## src/rtl/ap_ctrl_drv_pkg.sv

```systemverilog
// ap_ctrl_drv_pkg: shared state type and defaults for the ap_ctrl_hs kernel driver
package ap_ctrl_drv_pkg;
  typedef enum logic [1:0] {IDLE, RUN, DRAIN} state_t;
  localparam int CNT_W_DEF = 32;
  localparam int DEPTH_DEF = 4;
  localparam logic [63:0] ALL_ONES = '1;
endpackage

```

## src/rtl/ap_ctrl_driver_if.sv

```systemverilog
// ap_ctrl_driver_if: command and ap_ctrl_hs handshake bundle; master is the driver side
interface ap_ctrl_driver_if;
  logic cmd_valid;
  logic cmd_ready;
  logic [15:0] cmd_count;
  logic ap_start;
  logic ap_ready;
  logic ap_done;
  logic ap_continue;
  logic sink_ready;
  modport master (
    input cmd_valid, cmd_count, ap_ready, ap_done, sink_ready,
    output cmd_ready, ap_start, ap_continue
  );
  modport slave (
    output cmd_valid, cmd_count, ap_ready, ap_done, sink_ready,
    input cmd_ready, ap_start, ap_continue
  );
endinterface

```

## src/rtl/ap_ctrl_ts_fifo.sv

```systemverilog
// ap_ctrl_ts_fifo: D x W start-timestamp FIFO with full/empty flags and simultaneous push/pop
module ap_ctrl_ts_fifo #(
  parameter int W = 32,
  parameter int D = 4
) (
  input  logic clock,
  input  logic reset,
  input  logic push,
  input  logic pop,
  input  logic [W-1:0] din,
  output logic [W-1:0] dout,
  output logic full,
  output logic empty,
  output logic [$clog2(D):0] level
);
  localparam int AW = $clog2(D);
  logic [W-1:0] mem [D];
  logic [AW-1:0] wp, rp;
  logic wr, rd;
  assign full = level == (AW+1)'(D);
  assign empty = level == '0;
  assign wr = push && !full;
  assign rd = pop && !empty;
  assign dout = mem[rp];
  always_ff @(posedge clock or posedge reset)
    if (reset) begin
      wp <= '0;
      rp <= '0;
      level <= '0;
    end else begin
      wp <= wr ? wp + 1'b1 : wp;
      rp <= rd ? rp + 1'b1 : rp;
      level <= level + (AW+1)'(wr) - (AW+1)'(rd);
    end
  always_ff @(posedge clock)
    if (wr) mem[wp] <= din;
endmodule

```

## src/rtl/ap_ctrl_driver.sv

```systemverilog
// ap_ctrl_driver: issues cmd_count ap_ctrl_hs invocations and gathers per-run latency statistics.
// Optional AP_CTRL_DRV_CONTINUE_EN drives ap_continue from sink_ready (tied high otherwise).
module ap_ctrl_driver
  import ap_ctrl_drv_pkg::*;
#(
  parameter int CNT_W = CNT_W_DEF,
  parameter int DEPTH = DEPTH_DEF
) (
  input  logic clock,
  input  logic reset,
  ap_ctrl_driver_if.master bus,
  output logic busy,
  output logic run_done,
  output logic [CNT_W-1:0] lat_min,
  output logic [CNT_W-1:0] lat_max,
  output logic [CNT_W-1:0] lat_total,
  output logic [15:0] done_cnt,
  output logic err_spurious
);
  localparam int LW = $clog2(DEPTH) + 1;
  localparam logic [CNT_W-1:0] ONES = ALL_ONES[CNT_W-1:0];
  state_t st, st_n;
  logic [CNT_W-1:0] ts, start_ts, fifo_dout, lat;
  logic [CNT_W:0] sum;
  logic [15:0] issued, cnt, iss_n, cnt_n;
  logic [LW-1:0] level, lvl_n;
  logic empty, unused_full, held, held_n, ready_q, start_q, start_n;
  logic accept, hs, done_ok, pop;
  assign bus.cmd_ready = ready_q;
  assign bus.ap_start = start_q;
  assign accept = bus.cmd_valid && ready_q;
  assign hs = start_q && bus.ap_ready;
`ifdef AP_CTRL_DRV_CONTINUE_EN
  assign bus.ap_continue = bus.sink_ready || empty;
`else
  logic unused_sink;
  assign unused_sink = bus.sink_ready;
  assign bus.ap_continue = 1'b1;
`endif
  // a done held by the kernel while ap_continue is low is not a completion yet
  assign done_ok = bus.ap_done && bus.ap_continue;
  assign pop = done_ok && !empty;
  assign lat = ts - fifo_dout;
  assign sum = {1'b0, lat_total} + {1'b0, lat};
  ap_ctrl_ts_fifo #(.W(CNT_W), .D(DEPTH)) u_fifo (
    .clock(clock),
    .reset(reset),
    .push(hs),
    .pop(pop),
    .din(held ? start_ts : ts),
    .dout(fifo_dout),
    .full(unused_full),
    .empty(empty),
    .level(level)
  );
  always_comb begin
    cnt_n = accept ? bus.cmd_count : cnt;
    iss_n = accept ? '0 : issued + 16'(hs);
    lvl_n = level + LW'(hs) - LW'(pop);
    held_n = start_q && !bus.ap_ready;
    st_n = (st == IDLE) ? ((accept && bus.cmd_count != '0) ? RUN : IDLE)
         : (st == RUN) ? ((issued == cnt) ? DRAIN : RUN)
         : ((level == '0) ? IDLE : DRAIN);
    // a raised start is held until accepted; otherwise look at next-cycle issue/occupancy
    start_n = (st_n == RUN) && (held_n || (iss_n < cnt_n && lvl_n < LW'(DEPTH)));
  end
  always_ff @(posedge clock or posedge reset)
    if (reset) begin
      st <= IDLE;
      ts <= '0;
      start_ts <= '0;
      issued <= '0;
      cnt <= '0;
      held <= 1'b0;
      start_q <= 1'b0;
      ready_q <= 1'b0;
      busy <= 1'b0;
      run_done <= 1'b0;
      err_spurious <= 1'b0;
      done_cnt <= '0;
      lat_min <= ONES;
      lat_max <= '0;
      lat_total <= '0;
    end else begin
      st <= st_n;
      ts <= ts + 1'b1;
      start_ts <= (start_q && !held) ? ts : start_ts;
      issued <= iss_n;
      cnt <= cnt_n;
      held <= held_n;
      start_q <= start_n;
      ready_q <= st_n == IDLE;
      busy <= st_n != IDLE;
      run_done <= (accept && bus.cmd_count == '0) || (st == DRAIN && st_n == IDLE);
      err_spurious <= err_spurious || (done_ok && empty);
      done_cnt <= accept ? '0 : done_cnt + 16'(pop);
      lat_min <= accept ? ONES : (pop && lat < lat_min) ? lat : lat_min;
      lat_max <= accept ? '0 : (pop && lat > lat_max) ? lat : lat_max;
      lat_total <= accept ? '0 : !pop ? lat_total : sum[CNT_W] ? ONES : sum[CNT_W-1:0];
    end
endmodule

```

## src/flat_wrapper.sv

```systemverilog
// flat-port wrapper written by rule: the top's interface ports become plain ports
module ap_ctrl_driver_flat import ap_ctrl_drv_pkg::*;
#(
  parameter int CNT_W = CNT_W_DEF,
  parameter int DEPTH = DEPTH_DEF
)
  (clock, reset, busy, run_done, lat_min, lat_max, lat_total, done_cnt, err_spurious, bus_cmd_valid, bus_cmd_count, bus_ap_ready, bus_ap_done, bus_sink_ready, bus_cmd_ready, bus_ap_start, bus_ap_continue);
  ap_ctrl_driver_if bus_i ();
  input  logic clock;
  input  logic reset;
  output logic busy;
  output logic run_done;
  output logic [CNT_W-1:0] lat_min;
  output logic [CNT_W-1:0] lat_max;
  output logic [CNT_W-1:0] lat_total;
  output logic [15:0] done_cnt;
  output logic err_spurious;
  input wire logic [$bits(bus_i.cmd_valid)-1:0] bus_cmd_valid;
  input wire logic [$bits(bus_i.cmd_count)-1:0] bus_cmd_count;
  input wire logic [$bits(bus_i.ap_ready)-1:0] bus_ap_ready;
  input wire logic [$bits(bus_i.ap_done)-1:0] bus_ap_done;
  input wire logic [$bits(bus_i.sink_ready)-1:0] bus_sink_ready;
  output wire logic [$bits(bus_i.cmd_ready)-1:0] bus_cmd_ready;
  output wire logic [$bits(bus_i.ap_start)-1:0] bus_ap_start;
  output wire logic [$bits(bus_i.ap_continue)-1:0] bus_ap_continue;
  assign bus_i.cmd_valid = bus_cmd_valid;
  assign bus_i.cmd_count = bus_cmd_count;
  assign bus_i.ap_ready = bus_ap_ready;
  assign bus_i.ap_done = bus_ap_done;
  assign bus_i.sink_ready = bus_sink_ready;
  assign bus_cmd_ready = bus_i.cmd_ready;
  assign bus_ap_start = bus_i.ap_start;
  assign bus_ap_continue = bus_i.ap_continue;
  ap_ctrl_driver #(.CNT_W(CNT_W), .DEPTH(DEPTH)) u_core (.clock(clock), .reset(reset), .bus(bus_i), .busy(busy), .run_done(run_done), .lat_min(lat_min), .lat_max(lat_max), .lat_total(lat_total), .done_cnt(done_cnt), .err_spurious(err_spurious));
endmodule
```

## config.mk

```make
export PLATFORM = sky130hd
export DESIGN_NAME = ap_ctrl_driver_flat
export DESIGN_NICKNAME = d
export VERILOG_FILES = /design/src/rtl/ap_ctrl_drv_pkg.sv /design/src/rtl/ap_ctrl_driver_if.sv /design/src/rtl/ap_ctrl_ts_fifo.sv /design/src/rtl/ap_ctrl_driver.sv /design/src/flat_wrapper.sv
export SDC_FILE = /design/constraint.sdc
export NUM_CORES = 1
export LEC_CHECK = 0
export CORE_MARGIN = 2
export CORE_UTILIZATION = 60
export CTS_BUF_LIST = sky130_fd_sc_hd__clkbuf_4 sky130_fd_sc_hd__clkbuf_8 sky130_fd_sc_hd__clkbuf_16
export CTS_CLUSTER_DIAMETER = 30
export CTS_CLUSTER_SIZE = 40
export DETAILED_ROUTE_END_ITERATION = 16
export PLACE_DENSITY = 0.81
export SLEW_MARGIN = 20
export SYNTH_ARGS = -nofsm -noshare
export SYNTH_HDL_FRONTEND = slang
export SYNTH_HIERARCHICAL = 1
export SYNTH_SLANG_ARGS = --single-unit
export TNS_END_PERCENT = 20
```

## constraint.sdc

```tcl
create_clock -name clock -period 7.1 [get_ports clock]
set_input_delay 0.71 -clock clock [delete_from_list [all_inputs] [get_ports clock]]
set_output_delay 0.71 -clock clock [all_outputs]
set_load 0.01 [all_outputs]
```

==> reports/qor.yml <==
slowest_stage: "dfrtp_2"
synth_fp_nets: 2024
drtAntennaViolNets: 0
yosysWarnings: 6
syn_avg_cell_area_um2: 10.81
p_per_area_nw_per_um2: 496.7
rsz0062_at_grt: "no"
place.detailed.hpwl_um: 34310
pre_cts_ws_ps: 754.9
synth-main-ff-cell: "dfrtp_1"
pin_count: 140
viasPerCell: 6.146
area_delta_synth_final_pct: 21.62
period_share: 0.9096
p_total_mw: 12.05
cp_cell_sequence: "buf_12, mux4_2, inv_1, ha_1, a21oi_1, nand2_1, or3_1, nor3_2, o31ai_4, a2111oi_2, nor2_2, xnor2_1, ha_1, nand4_1, nor4_1, and3_1, a21oi_1, o211ai_1, nand2_1, buf_12, or4b_1, nand4_1"
start_kind: "register"
fmax_mhz: 154.8
cts_resized: 0
diodes: 0
grt_usage: 0.2927
utilization: 0.7436
path_delay_family: "simple AND/OR/NAND/NOR gates"
drtIter0Drc: 1187
status: "completed"
finalHoldViolations: 0
period_minus_slack_ps: 6458
fin_tns_setup_ps: 0
postCtsSetupRepairBufs: 0
cpPeakStageDelay_ps: 740
fin_nets: 2193
clk_path_buf_depth: 3
syn-instance-count: 1845
synth.area.top_cells: "dfrtp_1 (24%), edfxtp_1 (19%), ha_1 (9.7%), dfstp_2 (4.2%), a21oi_1 (3.5%)"
reg2reg_slack_ps: 640
hold_buffers: 0
cp-end-kind: "register"
cts.sinks: 351
drv_cap: 0
grt_max_degree: 82
synth_edf_count: 128
drc: 0
area.sequential_um2: 9465
hp-class: "reg2reg"
synth_top_area_share: 0.2396
leakage_nw: 10.71
setup_viol: 0
syn_area_um2: 19940
layout-drive-gt1-share: 0.1453
place.gp.congestion: 0.9430
ir_worst_vdd_uv: 243.9
synth_seq_cells: 351
num_rows: 66
multiInputGateArea_um2: 9557
numPortBuffers: 137
grt_first_pass_wirelength_um: 81200
die_x_um: 186.3
dieArea_um2: 34720
slew_viol_final: 0
clk_pin_slew_ps: 40
async_flop_share: 0.6353
start_util: 0.6114
fin_ws_ps: 641.6
cp.arrival_ps: 6960
dr.pass1.iters: 6
synth_top_cells_by_count: "dfrtp_1 (191), ha_1 (154), inv_1 (150), a21oi_1 (139), nand2_1 (137)"
clock_skew_ps: 18.35
clockRootBuffer: "clkbuf_16"
antenna_found_initial: 0
core-area_um2: 32620
yosysSeqAreaShare: 0.4745
ys_types: 77
wl_per_cell_um: 20.33
tightest_slew_ps: 1113
synth_most_common_cell: "dfrtp_1"
fill_cells: 2139
grt_pass1_vias: 15563
via_count: 15450
h-tree-depth: 3
relSlewSlack: 0.2575
critPathRequiredTime_ps: 7600
setup.worst_path.class: "reg2reg"
cp_num_buf_inv: 3
drt_wl_total_um: 51100
clk_latency_ps: 570
die_h_um: 186.3
tritoncts: "done"
grt_overflow: 0
worstPathMaxFanout: 38
synth_largest_area_cell: "dfrtp_1"
cts-buffers-inserted: 72
-- path summary, 6_finish.rpt --
kind	start	to	depth (start not counted)
max	u_core/u_fifo/rp[0]$_DFFE_PP0P_	u_core/lat_max[30]$_DFFE_PP0P_	22
min	u_core/err_spurious$_DFF_PP0_	u_core/err_spurious$_DFF_PP0_	1
max reg2reg	u_core/u_fifo/rp[0]$_DFFE_PP0P_	u_core/lat_max[30]$_DFFE_PP0P_	22
min reg2reg	u_core/err_spurious$_DFF_PP0_	u_core/err_spurious$_DFF_PP0_	1
max in group asynchronous	reset	u_core/ts[6]$_DFF_PP0_	3
min in group asynchronous	reset	u_core/u_fifo/rp[1]$_DFFE_PP0P_	2
-- worst reg2reg max path, delay by kind of cell, from the launching register on --
kind | cells | cell delay (ps)
and+or+nand+nor | 10 | 2090
AOI/OAI and AO/OA | 5 | 1410
DFF | 1 | 740
adders and majority gates | 2 | 650
buffers and inverters | 3 | 610
muxes | 1 | 520
xor gates and xnor gates | 1 | 380
-- layer usage --
metal | track usage | vias up | wire length, um
li1 | - | 7081 | -
met5 | 0 | - | 0
met2 | 0.4768 | 662 | 24540
met1 | 0.3869 | 7593 | 21200
met4 | 0.1160 | 0 | 1560
met3 | 0.06037 | 114 | 3798
-- registers in the layout, summed over array words and instances (netlist names), 32 cells and up --
register,count
u_core/u_fifo/mem,128
u_core/lat_max,32
u_core/lat_min,32
u_core/lat_total,32
u_core/start_ts,32
u_core/ts,32
-- where the power goes --
group	switching, mW	total (mW)	internal (mW)	leakage (nW)
combinational	3.21	5.70	2.48	5.56
clock	1.12	3.35	2.23	1.23
sequential	0.409	3.00	2.59	3.92
-- stage by stage --
step	cells	hold slack [ps]	area [um2]
after floorplan	1845	449.7	19940
after global placement	2381	438.8	21770
after detailed placement	2381	443.3	21770
after CTS	2513	452.7	24230
after global routing	2514	464.8	24260
final	2514	449.4	24260
-- logic make-up after synthesis --
logic type               count (synthesis)  share of synthesized area
adder cells (fa/ha/maj)                157                    0.09962
XOR/XNOR                               129                    0.05665
AND/OR/NAND/NOR                        460                     0.1151
buffers and inverters                  223                    0.04667
flip-flops                             351                     0.4745
AO/OA/AOI/OAI                          426                     0.1341
other                                    1                  0.0001880
multiplexers                            98                    0.07315
-- area by class of cell --
| class | instances | area share |
|---|---|---|
| timing repair buffer | 168 | 0.06799 |
| inverter | 150 | 0.02352 |
| clock buffer | 86 | 0.08037 |
| sequential | 351 | 0.3902 |
| clock inverter | 46 | 0.02110 |
| tap | 442 | 0.02280 |
| multi-input combinational | 1271 | 0.3940 |
-- cells in the final DEF, fill, tap and decap left out, types with 56 or more instances in the layout --
master,instances
o21ai_0,96
a21o_1,56
edfxtp_1,128
xnor2_1,77
nand3_1,64
nor2_1,88
clkdlybuf4s50_1,137
clkbuf_16,73
inv_1,149
dfrtp_1,190
a21oi_1,139
nand2_1,136
ha_1,154
Note: power is estimated with default switching activity, not from simulation.
